## config.mk

```make
export PLATFORM = sky130hd
export DESIGN_NAME = lsu_translation_arbiter_flat
export DESIGN_NICKNAME = d
export VERILOG_FILES = /design/src/rtl/lsu_translation_arbiter_if.sv /design/src/rtl/lsu_translation_arbiter.sv /design/src/flat_wrapper.sv
export SDC_FILE = /design/constraint.sdc
export NUM_CORES = 1
export LEC_CHECK = 0
export BUFFER_PORTS_ARGS = -buffer_cell sky130_fd_sc_hd__buf_4
export CAP_MARGIN = 20
export CORE_AREA = 2 2 106 108
export DETAILED_ROUTE_END_ITERATION = 7
export DIE_AREA = 0 0 108 110
export MAX_ROUTING_LAYER = met4
export PLACE_DENSITY = 0.8
export SYNTH_ARGS = -nofsm -noshare
export SYNTH_HDL_FRONTEND = slang
export SYNTH_SLANG_ARGS = --single-unit
export TNS_END_PERCENT = 10
```

## constraint.sdc

```tcl
create_clock -name clk_i -period 5.7 [get_ports clk_i]
set_input_delay 0.57 -clock clk_i [delete_from_list [all_inputs] [get_ports clk_i]]
set_output_delay 0.57 -clock clk_i [all_outputs]
set_load 0.05 [all_outputs]
```

## src/rtl/lsu_translation_arbiter_if.sv

```systemverilog
// Bundles the load/store request side and the MMU translation port of
// lsu_translation_arbiter; the arbiter uses slave, its environment uses master.
interface lsu_translation_arbiter_if #(
  parameter int unsigned VLEN  = 39,
  parameter int unsigned PLEN  = 56,
  parameter int unsigned CNT_W = 16
) ();

  logic             flush_i;
  logic             ld_req_i;
  logic [VLEN-1:0]  ld_vaddr_i;
  logic             ld_hit_o;
  logic             st_req_i;
  logic [VLEN-1:0]  st_vaddr_i;
  logic             st_hit_o;
  logic [PLEN-1:0]  paddr_o;
  logic             ex_valid_o;
  logic             mmu_req_o;
  logic [VLEN-1:0]  mmu_vaddr_o;
  logic             mmu_hit_i;
  logic             mmu_ex_valid_i;
  logic [PLEN-1:0]  mmu_paddr_i;
  logic             all_tlbs_checked_i;
  logic [CNT_W-1:0] walk_cycles_o;
  logic [CNT_W-1:0] contention_cnt_o;

  modport slave (
    input  flush_i, ld_req_i, ld_vaddr_i, st_req_i, st_vaddr_i,
           mmu_hit_i, mmu_ex_valid_i, mmu_paddr_i, all_tlbs_checked_i,
    output ld_hit_o, st_hit_o, paddr_o, ex_valid_o, mmu_req_o, mmu_vaddr_o,
           walk_cycles_o, contention_cnt_o
  );

  modport master (
    output flush_i, ld_req_i, ld_vaddr_i, st_req_i, st_vaddr_i,
           mmu_hit_i, mmu_ex_valid_i, mmu_paddr_i, all_tlbs_checked_i,
    input  ld_hit_o, st_hit_o, paddr_o, ex_valid_o, mmu_req_o, mmu_vaddr_o,
           walk_cycles_o, contention_cnt_o
  );

endinterface

```

## src/rtl/lsu_translation_arbiter.sv

```systemverilog
// Round-robin sharing of the data-side MMU port between load and store units;
// a missing request holds the grant until its lookup or page-table walk finishes.
module lsu_translation_arbiter #(
  parameter int unsigned VLEN  = 39,
  parameter int unsigned PLEN  = 56,
  parameter int unsigned CNT_W = 16
) (
  input  logic                      clk_i,
  input  logic                      rst_ni,
  lsu_translation_arbiter_if.slave  bus
);

  typedef enum logic [1:0] {
    IDLE    = 2'd0,
    LOCK_LD = 2'd1,
    LOCK_ST = 2'd2
  } state_e;

  localparam logic [CNT_W-1:0] CNT_MAX = '1;

  state_e           state_q, state_d;
  logic             rr_q, rr_d;
  logic [CNT_W-1:0] walk_cnt_q, walk_cnt_d;
  logic [CNT_W-1:0] walk_cycles_q, walk_cycles_d;
  logic [CNT_W-1:0] cont_cnt_q, cont_cnt_d;
  logic [CNT_W-1:0] walk_inc;

  logic             done;
  logic             both;
  logic             ld_wins;
  logic             st_wins;
  logic             ld_hit;
  logic             st_hit;
  logic             mmu_req;
  logic [VLEN-1:0]  mmu_vaddr;
  logic [PLEN-1:0]  paddr;
  logic             unused_walk_start;

  assign done     = bus.mmu_hit_i | bus.mmu_ex_valid_i;
  assign both     = bus.ld_req_i & bus.st_req_i;
  assign walk_inc = (walk_cnt_q == CNT_MAX) ? CNT_MAX : walk_cnt_q + CNT_W'(1);

  // Walk start is implied by staying locked; the walk counter spans both phases.
  assign unused_walk_start = bus.all_tlbs_checked_i;

  always_comb begin
    state_d       = state_q;
    rr_d          = rr_q;
    walk_cnt_d    = walk_cnt_q;
    walk_cycles_d = walk_cycles_q;
    ld_hit        = 1'b0;
    st_hit        = 1'b0;
    mmu_req       = 1'b0;
    mmu_vaddr     = bus.ld_vaddr_i;
    ld_wins       = bus.ld_req_i & (~bus.st_req_i | ~rr_q);
    st_wins       = bus.st_req_i & ~ld_wins;

    unique case (state_q)
      IDLE: begin
        mmu_req   = bus.ld_req_i | bus.st_req_i;
        mmu_vaddr = st_wins ? bus.st_vaddr_i : bus.ld_vaddr_i;
        ld_hit    = ld_wins & done;
        st_hit    = st_wins & done;
        if (both) begin
          rr_d = ld_wins;
        end
        if (mmu_req && !done) begin
          state_d    = ld_wins ? LOCK_LD : LOCK_ST;
          walk_cnt_d = '0;
        end
      end
      LOCK_LD: begin
        mmu_req    = bus.ld_req_i;
        mmu_vaddr  = bus.ld_vaddr_i;
        walk_cnt_d = walk_inc;
        if (!bus.ld_req_i) begin
          state_d = IDLE;
        end else if (done) begin
          ld_hit        = 1'b1;
          state_d       = IDLE;
          rr_d          = 1'b1;
          walk_cycles_d = walk_inc;
        end
      end
      LOCK_ST: begin
        mmu_req    = bus.st_req_i;
        mmu_vaddr  = bus.st_vaddr_i;
        walk_cnt_d = walk_inc;
        if (!bus.st_req_i) begin
          state_d = IDLE;
        end else if (done) begin
          st_hit        = 1'b1;
          state_d       = IDLE;
          rr_d          = 1'b0;
          walk_cycles_d = walk_inc;
        end
      end
      default: begin
        state_d = IDLE;
      end
    endcase

    if (bus.flush_i) begin
      state_d = IDLE;
    end

    // Whenever both ask, exactly one is forwarded or holds the lock.
    cont_cnt_d = (both && (cont_cnt_q != CNT_MAX)) ? cont_cnt_q + CNT_W'(1) : cont_cnt_q;
  end

  always_ff @(posedge clk_i) begin
    if (!rst_ni) begin
      state_q       <= IDLE;
      rr_q          <= 1'b0;
      walk_cnt_q    <= '0;
      walk_cycles_q <= '0;
      cont_cnt_q    <= '0;
    end else begin
      state_q       <= state_d;
      rr_q          <= rr_d;
      walk_cnt_q    <= walk_cnt_d;
      walk_cycles_q <= walk_cycles_d;
      cont_cnt_q    <= cont_cnt_d;
    end
  end

  assign paddr                = bus.mmu_paddr_i;
  assign bus.paddr_o          = paddr;
  assign bus.ex_valid_o       = bus.mmu_ex_valid_i;
  assign bus.ld_hit_o         = ld_hit;
  assign bus.st_hit_o         = st_hit;
  assign bus.mmu_req_o        = mmu_req;
  assign bus.mmu_vaddr_o      = mmu_vaddr;
  assign bus.walk_cycles_o    = walk_cycles_q;
  assign bus.contention_cnt_o = cont_cnt_q;

endmodule
```

## src/flat_wrapper.sv

```systemverilog
// flat-port wrapper written by rule: the top's interface ports become plain ports
module lsu_translation_arbiter_flat 
#(
  parameter int unsigned VLEN  = 39,
  parameter int unsigned PLEN  = 56,
  parameter int unsigned CNT_W = 16
)
  (clk_i, rst_ni, bus_flush_i, bus_ld_req_i, bus_ld_vaddr_i, bus_st_req_i, bus_st_vaddr_i, bus_mmu_hit_i, bus_mmu_ex_valid_i, bus_mmu_paddr_i, bus_all_tlbs_checked_i, bus_ld_hit_o, bus_st_hit_o, bus_paddr_o, bus_ex_valid_o, bus_mmu_req_o, bus_mmu_vaddr_o, bus_walk_cycles_o, bus_contention_cnt_o);
  lsu_translation_arbiter_if #(.VLEN(VLEN), .PLEN(PLEN), .CNT_W(CNT_W)) bus_i ();
  input  logic clk_i;
  input  logic rst_ni;
  input wire logic [$bits(bus_i.flush_i)-1:0] bus_flush_i;
  input wire logic [$bits(bus_i.ld_req_i)-1:0] bus_ld_req_i;
  input wire logic [$bits(bus_i.ld_vaddr_i)-1:0] bus_ld_vaddr_i;
  input wire logic [$bits(bus_i.st_req_i)-1:0] bus_st_req_i;
  input wire logic [$bits(bus_i.st_vaddr_i)-1:0] bus_st_vaddr_i;
  input wire logic [$bits(bus_i.mmu_hit_i)-1:0] bus_mmu_hit_i;
  input wire logic [$bits(bus_i.mmu_ex_valid_i)-1:0] bus_mmu_ex_valid_i;
  input wire logic [$bits(bus_i.mmu_paddr_i)-1:0] bus_mmu_paddr_i;
  input wire logic [$bits(bus_i.all_tlbs_checked_i)-1:0] bus_all_tlbs_checked_i;
  output wire logic [$bits(bus_i.ld_hit_o)-1:0] bus_ld_hit_o;
  output wire logic [$bits(bus_i.st_hit_o)-1:0] bus_st_hit_o;
  output wire logic [$bits(bus_i.paddr_o)-1:0] bus_paddr_o;
  output wire logic [$bits(bus_i.ex_valid_o)-1:0] bus_ex_valid_o;
  output wire logic [$bits(bus_i.mmu_req_o)-1:0] bus_mmu_req_o;
  output wire logic [$bits(bus_i.mmu_vaddr_o)-1:0] bus_mmu_vaddr_o;
  output wire logic [$bits(bus_i.walk_cycles_o)-1:0] bus_walk_cycles_o;
  output wire logic [$bits(bus_i.contention_cnt_o)-1:0] bus_contention_cnt_o;
  assign bus_i.flush_i = bus_flush_i;
  assign bus_i.ld_req_i = bus_ld_req_i;
  assign bus_i.ld_vaddr_i = bus_ld_vaddr_i;
  assign bus_i.st_req_i = bus_st_req_i;
  assign bus_i.st_vaddr_i = bus_st_vaddr_i;
  assign bus_i.mmu_hit_i = bus_mmu_hit_i;
  assign bus_i.mmu_ex_valid_i = bus_mmu_ex_valid_i;
  assign bus_i.mmu_paddr_i = bus_mmu_paddr_i;
  assign bus_i.all_tlbs_checked_i = bus_all_tlbs_checked_i;
  assign bus_ld_hit_o = bus_i.ld_hit_o;
  assign bus_st_hit_o = bus_i.st_hit_o;
  assign bus_paddr_o = bus_i.paddr_o;
  assign bus_ex_valid_o = bus_i.ex_valid_o;
  assign bus_mmu_req_o = bus_i.mmu_req_o;
  assign bus_mmu_vaddr_o = bus_i.mmu_vaddr_o;
  assign bus_walk_cycles_o = bus_i.walk_cycles_o;
  assign bus_contention_cnt_o = bus_i.contention_cnt_o;
  lsu_translation_arbiter #(.VLEN(VLEN), .PLEN(PLEN), .CNT_W(CNT_W)) u_core (.clk_i(clk_i), .rst_ni(rst_ni), .bus(bus_i));
endmodule
```

==> flow_summary_export.csv, run 1 <==
group,metric,value,unit
worst_setup_path,max_stage_delay,0.39,ns
worst_setup_path,cp_num_buf_inv,3,
route,drc,0,
cts,tritoncts,"yes",
worst_setup_path,cp-end-kind,"output pin",
power,max-vdd-ir-drop,0.122,mV
worst_setup_path,worst_path_most_repeated_cell,"buf_4",
logic_synthesis,synth_async_sr_flop_share,0,
worst_setup_path,crit_type,"register to output pin",
layout,drive_gt1_frac,0.354,
route,num_vias,3872,
worst_setup_path,worst-path-max-fanout,39,
sta,worst_pin_slew,0.927,ns
worst_setup_path,r2r.worst_path.cells,5,
die,die_area,11900,um^2
logic_synthesis,synth_cell_types,59,
global_routing,antenna_found_initial,1,
layout,nets,678,
route,drtIter0Drc,278,
layout,fin_cells,672,
flow_run,cap_violations,0,
global_routing,grt_overflow,0,
power,internal_power,612,uW
global_routing,grt_pass1_wl,17.4,mm
sta,fin_crit,2.77,ns
logic_synthesis,yosysTopAreaCell,"dfxtp_1",
worst_setup_path,arrival,2.20,ns
die,io_pins,273,
layout,utilization,0.430,
cts,clk_latency,0.30,ns
logic_synthesis,synthCells,449,
die,core_area,10700,um^2
logic_synthesis,ys_ff_latch,51,
die,rows,38,
logic_synthesis,ys_seq_area_frac,0.281,
cts,h-tree-depth,2,
worst_hold_path,holdCritPathClass,"register to register",
route,ant_nets,0,
power,swShare,0.356,
sta,slew_headroom,0.380,
sta,finalCritPeriodShare,0.486,
worst_hold_path,holdPathStages,2,
logic_synthesis,synth_area_leaders,"dfxtp_1, buf_4, a22o_1",
sta,rsz0062_at_grt,"no",
die,start_util,0.340,
power,comb_power_share,0.345,
sta,fin_tns_setup,0,ns
route,wire_per_inst,17.5,um
die,fp.dieW,108,um
die,die_h,110,um
cts,clock_path_buffers,2,
power,p_sw,338,uW
worst_setup_path,critical-path-top-delay-family,"buffers and inverters",
global_routing,grt_usage,0.186,
power,p_per_area,206,nW/um^2
sta,fin_skew,0.0125,ns
cts,hold_buffers,0,
place,dp.cells,663,
logic_synthesis,netlist.area_leader.share,0.281,
power,seqPwrFrac,0.385,
cts,numCtsBuffers,5,
layout,mostFrequentLayoutCell,"buf_4",
sta,setup_violations,0,
worst_setup_path,critical_path_depth,7,
cts,postCtsResizedCells,0,
route,first_pass_iters,5,
cts,post-cts-setup-buffers,0,
logic_synthesis,syn_nets,597,
worst_setup_path,crit_required,5.13,ns
layout,area_delta_synth_final,26.5,%
worst_setup_path,crit_chain,"inv_1 -> ha_1 -> nand3_1 -> a21boi_2 -> buf_4 -> a22o_1 -> buf_4",
place,portBuffers,159,
place,gp_congestion,0.914,
run_status,status,"finished clean",
logic_synthesis,ys.flop_type,"dfxtp_1",
worst_setup_path,crit_slowest_cell,"dfxtp_1",
route,wirelength,11.7,mm
cts,clk_pin_slew,0.10,ns
cts,clock_sink_count,51,
logic_synthesis,yosysWarnings,0,
sta,finalMaxSlewViolations,0,
worst_setup_path,start_kind,"register",
global_routing,grt_pass1_vias,3579,
sta,hold_viol,0,
cts,cts_root_buffer,"clkbuf_8",
route,vias_per_cell,5.76,
logic_synthesis,syn_area,3640,um^2
sta,fmax,0.361,GHz
power,p_leak,0.00187,uW
layout,final_cell_mix,"buf_4, dfxtp_1, a22o_1",
place,post-dp-hpwl,8.72,mm
logic_synthesis,syn_area_per_cell,8.10,um^2
global_routing,grt_max_degree,40,
power,p_clk_frac,0.270,
logic_synthesis,synth-edff-count,0,
## registers in the layout, summed over array words and instances (netlist names)
register,cells
u_core.state_q,2
u_core.bus.walk_cycles_o,16
u_core.rr_q,1
u_core.bus.contention_cnt_o,16
u_core.walk_cnt_q,16
## per-stage QoR
step                cell area [um^2]  worst slack [ns]  total power [uW]  hold slack [ns]
floorplan                       3640              2.95               687            0.481
global placement                4490              3.21               696            0.481
detailed placement              4490              3.17               700            0.481
CTS                             4600              2.92               959            0.496
global route                    4600              2.77               990            0.522
finish                          4600              2.93               950            0.493
## tightest hold or removal path, cell delays in order (launching register included)
cell	delay [ns]
dfxtp_1	0.33
nand2_1	0.06
o22ai_1	0.06
## per-layer routing
| layer | GRT usage | wire (um) |
|---|---|---|
| met3 | 0.0388 | 814 |
| met5 | - | 0 |
| met1 | 0.236 | 4900 |
| met2 | 0.294 | 5760 |
| met4 | 0.0678 | 261 |
## power groups by stage
stage	sequential (uW)	clock [uW]	combinational, uW
floorplan	390	0	298
global placement	374	0	323
detailed placement	374	0	326
CTS	366	266	327
global route	367	280	344
finish	366	257	327
## Yosys cell counts, types with 2 or more instances
master,count
a211oi_1,6
a21oi_1,26
a221oi_1,3
a22o_1,39
a311oi_1,2
a31oi_1,13
a32o_1,2
and2_1,2
and3_1,3
and4_1,4
buf_2,5
buf_4,58
clkbuf_1,26
dfxtp_1,51
ha_1,6
inv_1,15
nand2_1,21
nand2_2,2
nand2b_1,5
nand3_1,15
nand4_1,8
nor2_1,7
nor3_1,11
nor3b_1,2
nor4_1,6
o211ai_1,3
o21ai_0,27
o221a_2,3
o22ai_1,2
o311ai_0,2
o31ai_1,15
or2_2,3
or3_1,9
or4_1,16
xnor2_1,6
xor2_1,2
## path summary, 6_finish.rpt
| check | from | endpoint | slack (ns) |
|---|---|---|---|
| min | u_core.bus.walk_cycles_o[8] | u_core.bus.walk_cycles_o[8] | 0.49 |
| max reg2reg | u_core.walk_cnt_q[0] | u_core.walk_cnt_q[8] | 3.28 |
| max | u_core.state_q[0] | bus_mmu_vaddr_o[18] | 2.93 |
| min reg2reg | u_core.bus.walk_cycles_o[8] | u_core.bus.walk_cycles_o[8] | 0.49 |
## cells by family (layout without fill, tap and decap cells)
kind of cell	after synthesis	count (layout)	share of synthesized area
adders and majority gates	6	6	0.0206
and+or+nand+nor	120	120	0.196
other	0	1	0
muxes	1	1	0.00275
buffers and inverters	107	189	0.172
DFF	51	51	0.281
AOI/OAI and AO/OA	156	156	0.309
xor gates and xnor gates	8	8	0.0193
## layout make-up
cell class              count  area [um^2]
repair buffers            165         1240
flip-flops and latches     51         1020
inverters                  16         60.1
clock inverters             2         38.8
multi-input cells         291         1990
diodes                      1         2.50
fillers                  1043         6100
well taps                 140          175
clock buffers               6         72.6
Power figures use the tool's default switching activity.
==> run 2, diff against run 1 <==
==> constraint.sdc (replaced) <==
create_clock -name clk_i -period 2.7 [get_ports clk_i]
set_input_delay 0.27 -clock clk_i [delete_from_list [all_inputs] [get_ports clk_i]]
set_output_delay 0.27 -clock clk_i [all_outputs]
set_load 0.05 [all_outputs]
==> run 2 against run 1 <==
  * Utilization is essentially flat
  * Combinational power grew 110%
  * Sequential share of layout area is essentially flat
  * Wire length shrank 0.85%
  * Critical path type unchanged
  * Final cell count grew 0.15%
  * Global-route usage shrank 0.31 points
  * Highest routed layer unchanged
  * Hold slack lost 0.28 ns
  * Clock power grew 88%
==> flow_summary_export.csv, run 2 (synthesis gave the netlist of run 1 again) <==
group,metric,value,unit
cts,tritoncts,"yes",
sta,slew_headroom,0.399,
worst_hold_path,holdCritPathClass,"input pin to register",
worst_setup_path,crit_required,2.43,ns
worst_setup_path,start_kind,"register",
global_routing,grt_pass1_vias,3483,
sta,fmax,0.409,GHz
route,vias_per_cell,5.63,
cts,clock_path_buffers,2,
power,p_per_area,423,nW/um^2
route,num_vias,3788,
die,start_util,0.340,
cts,numCtsBuffers,5,
route,drtIter0Drc,234,
cts,cts_root_buffer,"clkbuf_8",
cts,postCtsResizedCells,0,
route,ant_nets,0,
route,wire_per_inst,17.3,um
layout,area_delta_synth_final,26.5,%
run_status,status,"finished clean",
layout,fin_area,4600,um^2
sta,hold_viol,0,
layout,nets,680,
layout,final_cell_mix,"buf_4, dfxtp_1, a22o_1",
worst_setup_path,crit_type,"register to output pin",
global_routing,antenna_found_initial,0,
worst_setup_path,r2r-start,"u_core.walk_cnt_q[0]",
sta,finalWorstSetupSlack,0.258,ns
die,core_area,10700,um^2
die,rows,38,
global_routing,grt_usage,0.183,
sta,finalMaxSlewViolations,0,
flow_run,cap_violations,0,
sta,rsz0062_at_grt,"no",
worst_setup_path,cp-end-kind,"output pin",
worst_setup_path,startpoint,"u_core.state_q[0]",
place,gp_congestion,0.872,
sta,fin_skew,0.0158,ns
place,portBuffers,159,
global_routing,grt_max_degree,40,
place,post-dp-hpwl,8.74,mm
layout,utilization,0.430,
worst_setup_path,arrival,2.17,ns
place,place_area,4500,um^2
layout,n_antenna_cell,0,
die,die_area,11900,um^2
route,wirelength,11.6,mm
cts,post-cts-setup-buffers,0,
power,max-vdd-ir-drop,0.199,mV
cts,h-tree-depth,2,
sta,setup_violations,0,
cts,clock_sink_count,51,
layout,mostFrequentLayoutCell,"buf_4",
route,drc,0,
sta,finalCritPeriodShare,0.904,
worst_setup_path,worst-path-max-fanout,39,
sta,worst_pin_slew,0.895,ns
place,place_ws,0.301,ns
cts,hold_buffers,0,
global_routing,grt_overflow,0,
sta,fin_tns_setup,0,ns
route,first_pass_iters,6,
cts,clk_latency,0.31,ns
power,p_total,1950,uW
die,fp.dieW,108,um
die,die_h,110,um
worst_setup_path,r2r.worst_path.cells,5,
die,io_pins,273,
worst_setup_path,reg2reg_setup_slack,0.26,ns
worst_setup_path,worstSetupEndpoint,"bus_mmu_vaddr_o[18]",
layout,drive_gt1_frac,0.358,
global_routing,grt_pass1_wl,17.2,mm
worst_setup_path,timing.rr.end,"u_core.walk_cnt_q[8]",
power,p_leak,0.00187,uW
sta,fin_crit,2.44,ns
cts,clk_pin_slew,0.11,ns
-- run 2: cell count changes in the layout (fill, tap and decap cells not counted) --
cell / before / now
buf_4: 165 / 167
bufinv_16: 1 / 0
clkbuf_1: 1 / 0
clkinvlp_4: 0 / 1
diode_2: 1 / 0
inv_8: 0 / 1
-- run 2: how the worst min path moves through the flow --
stage,from,end,slack [ns],cells past startpoint
after detailed placement,u_core.bus.walk_cycles_o[8],u_core.bus.walk_cycles_o[8],0.48,2
after global routing,bus_flush_i,u_core.state_q[1],0.24,3
final,bus_flush_i,u_core.state_q[0],0.22,3
after global placement,u_core.bus.walk_cycles_o[8],u_core.bus.walk_cycles_o[8],0.48,2
after floorplan,bus_flush_i,u_core.state_q[0],0.45,2
after CTS,bus_flush_i,u_core.state_q[0],0.21,3
-- run 2: where the power goes --
group	switching (uW)	internal (uW)
clock network	290	193
logic	441	249
registers	9.06	764
total	740	1210
-- run 2: layer usage --
| metal | part of all wire | vias to the layer above | track usage |
|---|---|---|---|
| met3 | 0.060 | 22 | 0.0312 |
| met2 | 0.51 | 136 | 0.304 |
| met1 | 0.42 | 1814 | 0.234 |
| met5 | 0 | - | - |
| met4 | 0.0094 | 0 | 0.0421 |
| li1 | - | 1816 | - |
-- run 2: final cells by class --
cell class | count | area [um^2]
Multi-Input combinational cell | 291 | 1990
Sequential cell | 51 | 1020
Tap cell | 140 | 175
Clock buffer | 5 | 68.8
Clock inverter | 3 | 27.5
Fill cell | 1079 | 6100
Inverter | 16 | 60.1
Timing Repair Buffer | 167 | 1250
-- run 2: worst max-delay path, cell delays in order, from the launching register on --
cell and delay [ns]:
dfxtp_1 0.39, inv_1 0.08, ha_1 0.29, nand3_1 0.14
a21boi_2 0.16, buf_4 0.36, a22o_1 0.23, buf_4 0.21
-- run 2: stage by stage --
step,std cells,hold slack (ns)
after floorplan,449,0.454
after global placement,665,0.476
after detailed placement,665,0.482
after CTS,673,0.211
after global routing,673,0.239
final,673,0.215
